[src/rtl/shift_register_rx.sv]
// Serial-to-parallel receiver: assembles WIDTH-bit words from a bit_valid-strobed stream.
// Optional trailing even-parity bit and parity_err output when SHIFT_RX_PARITY_EN is defined.
module shift_register_rx #(
  parameter int WIDTH = 16,
  parameter int CNT_W = 5
) (
  input  logic             clk,
  input  logic             reset_n,
  input  logic             bit_in,
  input  logic             bit_valid,
  input  logic             lsb_first,
  input  logic             clear,
  output logic [WIDTH-1:0] data_out,
  output logic             data_valid,
  input  logic             data_ready,
  output logic             busy,
  output logic [CNT_W-1:0] bit_count,
  output logic             overrun
`ifdef SHIFT_RX_PARITY_EN
  ,
  output logic             parity_err
`endif
);

  typedef enum logic [1:0] {
    IDLE,
    SHIFT
`ifdef SHIFT_RX_PARITY_EN
    ,
    PAR
`endif
  } state_t;

  state_t           state, state_n;
  logic             dir, dir_n;
  logic [WIDTH-1:0] sr, sr_n;
  logic [CNT_W-1:0] cnt_n;
  logic [WIDTH-1:0] dout_n;
  logic             dv_n, ovr_n;
  logic             accept, complete;
  logic [WIDTH-1:0] word;
`ifdef SHIFT_RX_PARITY_EN
  logic             perr_n, par_bit;
`endif

  function automatic logic [WIDTH-1:0] shift_in(input logic [WIDTH-1:0] v,
                                                input logic b, input logic lsb);
    return lsb ? {b, v[WIDTH-1:1]} : {v[WIDTH-2:0], b};
  endfunction

  assign busy   = (state != IDLE);
  assign accept = data_valid && data_ready;

  always_comb begin
    state_n  = state;
    dir_n    = dir;
    sr_n     = sr;
    cnt_n    = bit_count;
    dout_n   = data_out;
    dv_n     = data_valid;
    ovr_n    = overrun;
    complete = 1'b0;
    word     = sr;
`ifdef SHIFT_RX_PARITY_EN
    perr_n   = parity_err;
    par_bit  = 1'b0;
`endif
    if (clear) begin
      state_n = IDLE;
      sr_n    = '0;
      cnt_n   = '0;
      dv_n    = 1'b0;
      ovr_n   = 1'b0;
`ifdef SHIFT_RX_PARITY_EN
      perr_n  = 1'b0;
`endif
    end else begin
      if (accept) dv_n = 1'b0;
      if (bit_valid) begin
        case (state)
          IDLE: begin
            // Direction is captured from the first bit and frozen for the word.
            dir_n   = lsb_first;
            sr_n    = shift_in(sr, bit_in, lsb_first);
            cnt_n   = CNT_W'(1);
            state_n = SHIFT;
          end
          SHIFT: begin
            sr_n = shift_in(sr, bit_in, dir);
            if (bit_count == CNT_W'(WIDTH - 1)) begin
`ifdef SHIFT_RX_PARITY_EN
              cnt_n   = CNT_W'(WIDTH);
              state_n = PAR;
`else
              cnt_n    = '0;
              state_n  = IDLE;
              complete = 1'b1;
              word     = sr_n;
`endif
            end else begin
              cnt_n = bit_count + 1'b1;
            end
          end
`ifdef SHIFT_RX_PARITY_EN
          PAR: begin
            complete = 1'b1;
            word     = sr;
            par_bit  = bit_in;
            cnt_n    = '0;
            state_n  = IDLE;
          end
`endif
          default: state_n = IDLE;
        endcase
      end
      // A finished word lands only if the holding slot is free or being freed now.
      if (complete) begin
        if (!data_valid || accept) begin
          dout_n = word;
          dv_n   = 1'b1;
`ifdef SHIFT_RX_PARITY_EN
          perr_n = (^word) ^ par_bit;
`endif
        end else begin
          ovr_n = 1'b1;
        end
      end
    end
  end

  always_ff @(posedge clk or negedge reset_n) begin
    if (!reset_n) begin
      state      <= IDLE;
      dir        <= 1'b0;
      sr         <= '0;
      bit_count  <= '0;
      data_out   <= '0;
      data_valid <= 1'b0;
      overrun    <= 1'b0;
`ifdef SHIFT_RX_PARITY_EN
      parity_err <= 1'b0;
`endif
    end else begin
      state      <= state_n;
      dir        <= dir_n;
      sr         <= sr_n;
      bit_count  <= cnt_n;
      data_out   <= dout_n;
      data_valid <= dv_n;
      overrun    <= ovr_n;
`ifdef SHIFT_RX_PARITY_EN
      parity_err <= perr_n;
`endif
    end
  end

endmodule

[config.mk]
export PLATFORM = sky130hd
export DESIGN_NAME = shift_register_rx
export DESIGN_NICKNAME = d
export VERILOG_FILES = /design/src/rtl/shift_register_rx.sv
export SDC_FILE = /design/constraint.sdc
export NUM_CORES = 1
export LEC_CHECK = 0
export BUFFER_PORTS_ARGS = -buffer_cell sky130_fd_sc_hd__buf_2
export CAP_MARGIN = 20
export CORE_ASPECT_RATIO = 0.8
export CORE_MARGIN = 2
export CORE_UTILIZATION = 56
export DETAILED_ROUTE_END_ITERATION = 10
export PLACE_DENSITY_LB_ADDON = 0.15
export SKIP_CTS_REPAIR_TIMING = 1
export SLEW_MARGIN = 20
export SYNTH_ARGS = -nofsm -noshare
export SYNTH_HDL_FRONTEND = slang
export SYNTH_SLANG_ARGS = --single-unit
export TNS_END_PERCENT = 30
[constraint.sdc]
create_clock -name clk -period 2.16 [get_ports clk]
set_input_delay 0.108 -clock clk [delete_from_list [all_inputs] [get_ports clk]]
set_output_delay 0.108 -clock clk [all_outputs]
set_load 0.005 [all_outputs]
==> run summary <==
clk_lat worst skew: 0.29 ns
part of the total power dissipated in the clock network: 37.6%
Clock Sink Count: 41
met1 GRT Util: 24.9%
number of core rows: 19
Fin. Hold Viols: 41
half-perimeter wire length after detailed placement: 2.50 mm
Internal Dissipation: 1280 uW
final routed wire length divided by cell count: 15.2 um
largest voltage drop on the vdd net: 0.000444 V
sequential cell area fraction in the yosys report: 49.3%
Max Root-Sink Buffers: 2
Total Wirelength: 3.70 mm
number of pins exceeding their max-slew limit in the final report: 0
Commonest cells post-synth: dfrtp_1, mux2_2, nor2_1, mux2i_1, a211oi_1
start point of the critical path: bit_count[0]
DIE HEIGHT: 58.5 um
Reg2Reg Launch Point: bit_count[0]
max-cap violation count: 0
total global routing track utilization: 19.1%
width of the die: 72.2 um
pwr dens: 714 nW/um2
global-route wire length before repair: 6.20 mm
number of instances in the synthesized netlist: 174
top-area cell type share of the netlist area: 49.3%
met3 usage in global routing: 4.62%
violations in the final reports: hold timing
CTS H-tree depth: 2
initial cell density of the core: 59.5%
Synth Flop Type: dfrtp_1
top cells by area in the synthesized netlist: dfrtp_1, mux2_2, mux2i_1
clock-pin slew reported for the worst setup and hold paths after clock tree synthesis: 0.08 ns
post-synth cell types: 31
worst-path maximum fanout: 16
cell depth of the worst flop-to-flop path: 5
met2 layer usage reported by global route: 32.0%
Crit Reg-Reg Endpoint: data_out[2]
asr flop ratio synth: 100%
number of fillers in the final layout: 258
worst hold slack: -0.0604 ns
layout overhead on the synthesized area: 13.5%
Least-Margin Pin Slew: 0.891 ns
run status: finished with violations
Achievable Freq: 524 MHz
Synth Warn #: 0
classification of the worst setup path: flop to flop
Avg Inst Size Synth: 12.0 um2
count of antenna diodes in the layout: 0
DRC violation count after routing: 0
core area: 3490 um2
num ports: 31
area of the die: 4220 um2
worst reg-to-reg setup slack: 0.25 ns
worst slew slack as a fraction of its limit: 40.6%
cell taking the most area after synthesis: dfrtp_1
post-synthesis cell area: 2080 um2
net switching power figure: 409 uW
post-route minimum period: 1.91 ns
setup TNS: 0 ns
startpoint type of the worst setup path: flop
Critical path destination: data_out[2]
Placer Congestion: 0.749
via count of the first global-routing pass: 1345
Final Cycle Share: 88.4%
CTS tree: built
class of the worst hold path: input port to asynchronous set/reset pin
CP Data Required Time: 2.33 ns
endpoints failing setup: 0
overflow left after global routing: 0
total of buffers placed on input and output ports: 30
worst-case setup slack after placement: 0.252 ns
Syn Nets: 182
CTS root buffer: clkbuf_8
most frequently used cell type in the post-synthesis netlist: dfrtp_1
busiest layer in global routing: met2
number of flops mapped to enable cells by yosys: 0
layout cells sized above 1: 38.1%
RSZ-0062 raised after global routing: no
switching power share of the total: 24.3%
Crit. End Element: flop
flip-flop and latch count after synthesis: 41
pin count of the biggest net entering global routing: 43
total CTS buffers: 5
proportion of power drawn by flip-flops and latches: 49.1%
vias post-DR: 1384
static leakage: 0.00122 uW
Starting DRT DRC Count: 75
count of nets after finishing: 209
Clock Skew: 0.00856 ns
combinational cell fraction of total power: 13.2%
antenna violations before repair: 0
slack of the critical path: 0.251 ns
detailed-router iteration count before antenna repair: 4
vias per cell: 5.67
worst path arrival time: 2.08 ns
residual antenna-violating net count after detailed routing: 0
logic make-up (layout without fill, tap and decap cells):
| group | after synthesis | in the layout | share of synthesized area (%) |
|---|---|---|---|
| fa+ha+maj | 1 | 1 | 0.601 |
| buf+inv | 17 | 45 | 3.85 |
| simple gates | 39 | 39 | 9.86 |
| flops | 41 | 41 | 49.3 |
| mux | 51 | 51 | 27.1 |
| compound gates | 25 | 25 | 9.26 |
stage by stage:
| step | util (%) | total power, uW | instances | hold WS [ns] | area [um2] |
|---|---|---|---|---|---|
| floorplan | - | 1010 | 174 | -0.188 | 2080 |
| global placement | 64.1 | 1060 | 236 | 0.270 | 2240 |
| detailed placement | 64.1 | 1070 | 236 | 0.284 | 2240 |
| CTS | 67.6 | 1710 | 244 | -0.0265 | 2360 |
| global route | 67.6 | 1760 | 244 | 0.0152 | 2360 |
| finish | 67.6 | 1690 | 244 | -0.0604 | 2360 |
power groups by stage:
stage	clock network [uW]	registers (uW)	logic [uW]
2_1_floorplan	0	829	181
3_3_place_gp	0	841	216
3_5_place_dp	0	844	224
4_1_cts	656	828	225
5_1_grt	686	834	243
6_report	635	828	223
state kept, by name, indices dropped and copies added, names as in the netlist:
signal,cells
overrun,1
state,1
dir,1
data_valid,1
data_out,16
bit_count,5
sr,16
worst max-delay path, stage by stage, from the launching register on:
cell and delay, ns:
dfrtp_1 0.41, ha_1 0.26, nand4b_4 0.17, a2111oi_4 0.29
buf_4 0.29, mux2_2 0.36
per-layer routing:
metal  wire, um  up-vias  part of all wire, %
met2       1830       13                   50
met5          0        -                    0
met1       1750      689                   47
met3         86        5                  2.3
met4         34        0                 0.92
li1           -      677                    -
cell type report:
cell class                 count  area, um2  area share (%)
tap                           42       52.6            2.23
sequential                    41       1030            43.5
clock inverter                 2       37.5            1.59
timing repair buffer          33        173            7.31
inverter                       4       15.0           0.636
multi-input combinational    116        975            41.3
clock buffer                   6       82.6            3.50
layout by cell type (no fill, tap or decap):
master | netlist | final
mux2i_1 | 17 | 17
o21ai_0 | 1 | 1
o32ai_1 | 1 | 1
nand2_1 | 3 | 3
nand2b_1 | 3 | 3
mux2_2 | 32 | 32
clkinvlp_4 | 0 | 1
nand4b_4 | 1 | 1
and2b_1 | 1 | 1
ha_1 | 1 | 1
nand2_2 | 1 | 1
nand4_1 | 1 | 1
a2111oi_4 | 1 | 1
a211oi_1 | 16 | 16
buf_2 | 1 | 30
nand3_1 | 2 | 2
buf_4 | 2 | 3
o22ai_1 | 1 | 1
and3b_1 | 1 | 1
a21oi_1 | 5 | 5
nor2b_1 | 2 | 2
bufinv_16 | 0 | 1
mux2i_4 | 1 | 1
or4_1 | 1 | 1
dfrtp_1 | 41 | 41
nor3_1 | 2 | 2
nor2_1 | 20 | 20
inv_1 | 4 | 4
mux2_1 | 1 | 1
clkbuf_8 | 0 | 6
or2b_1 | 1 | 1
worst min path at each step:
| stage | start | endpoint | depth (start not counted) |
|---|---|---|---|
| 6_report | reset_n | data_out[4] | 1 |
| 5_1_grt | reset_n | data_out[3] | 1 |
| 4_1_cts | reset_n | data_out[4] | 1 |
| 3_5_place_dp | reset_n | data_out[4] | 1 |
| 3_3_place_gp | reset_n | data_out[4] | 1 |
| 2_1_floorplan | reset_n | bit_count[0] | 0 |
(Power assumes the default switching activity.)
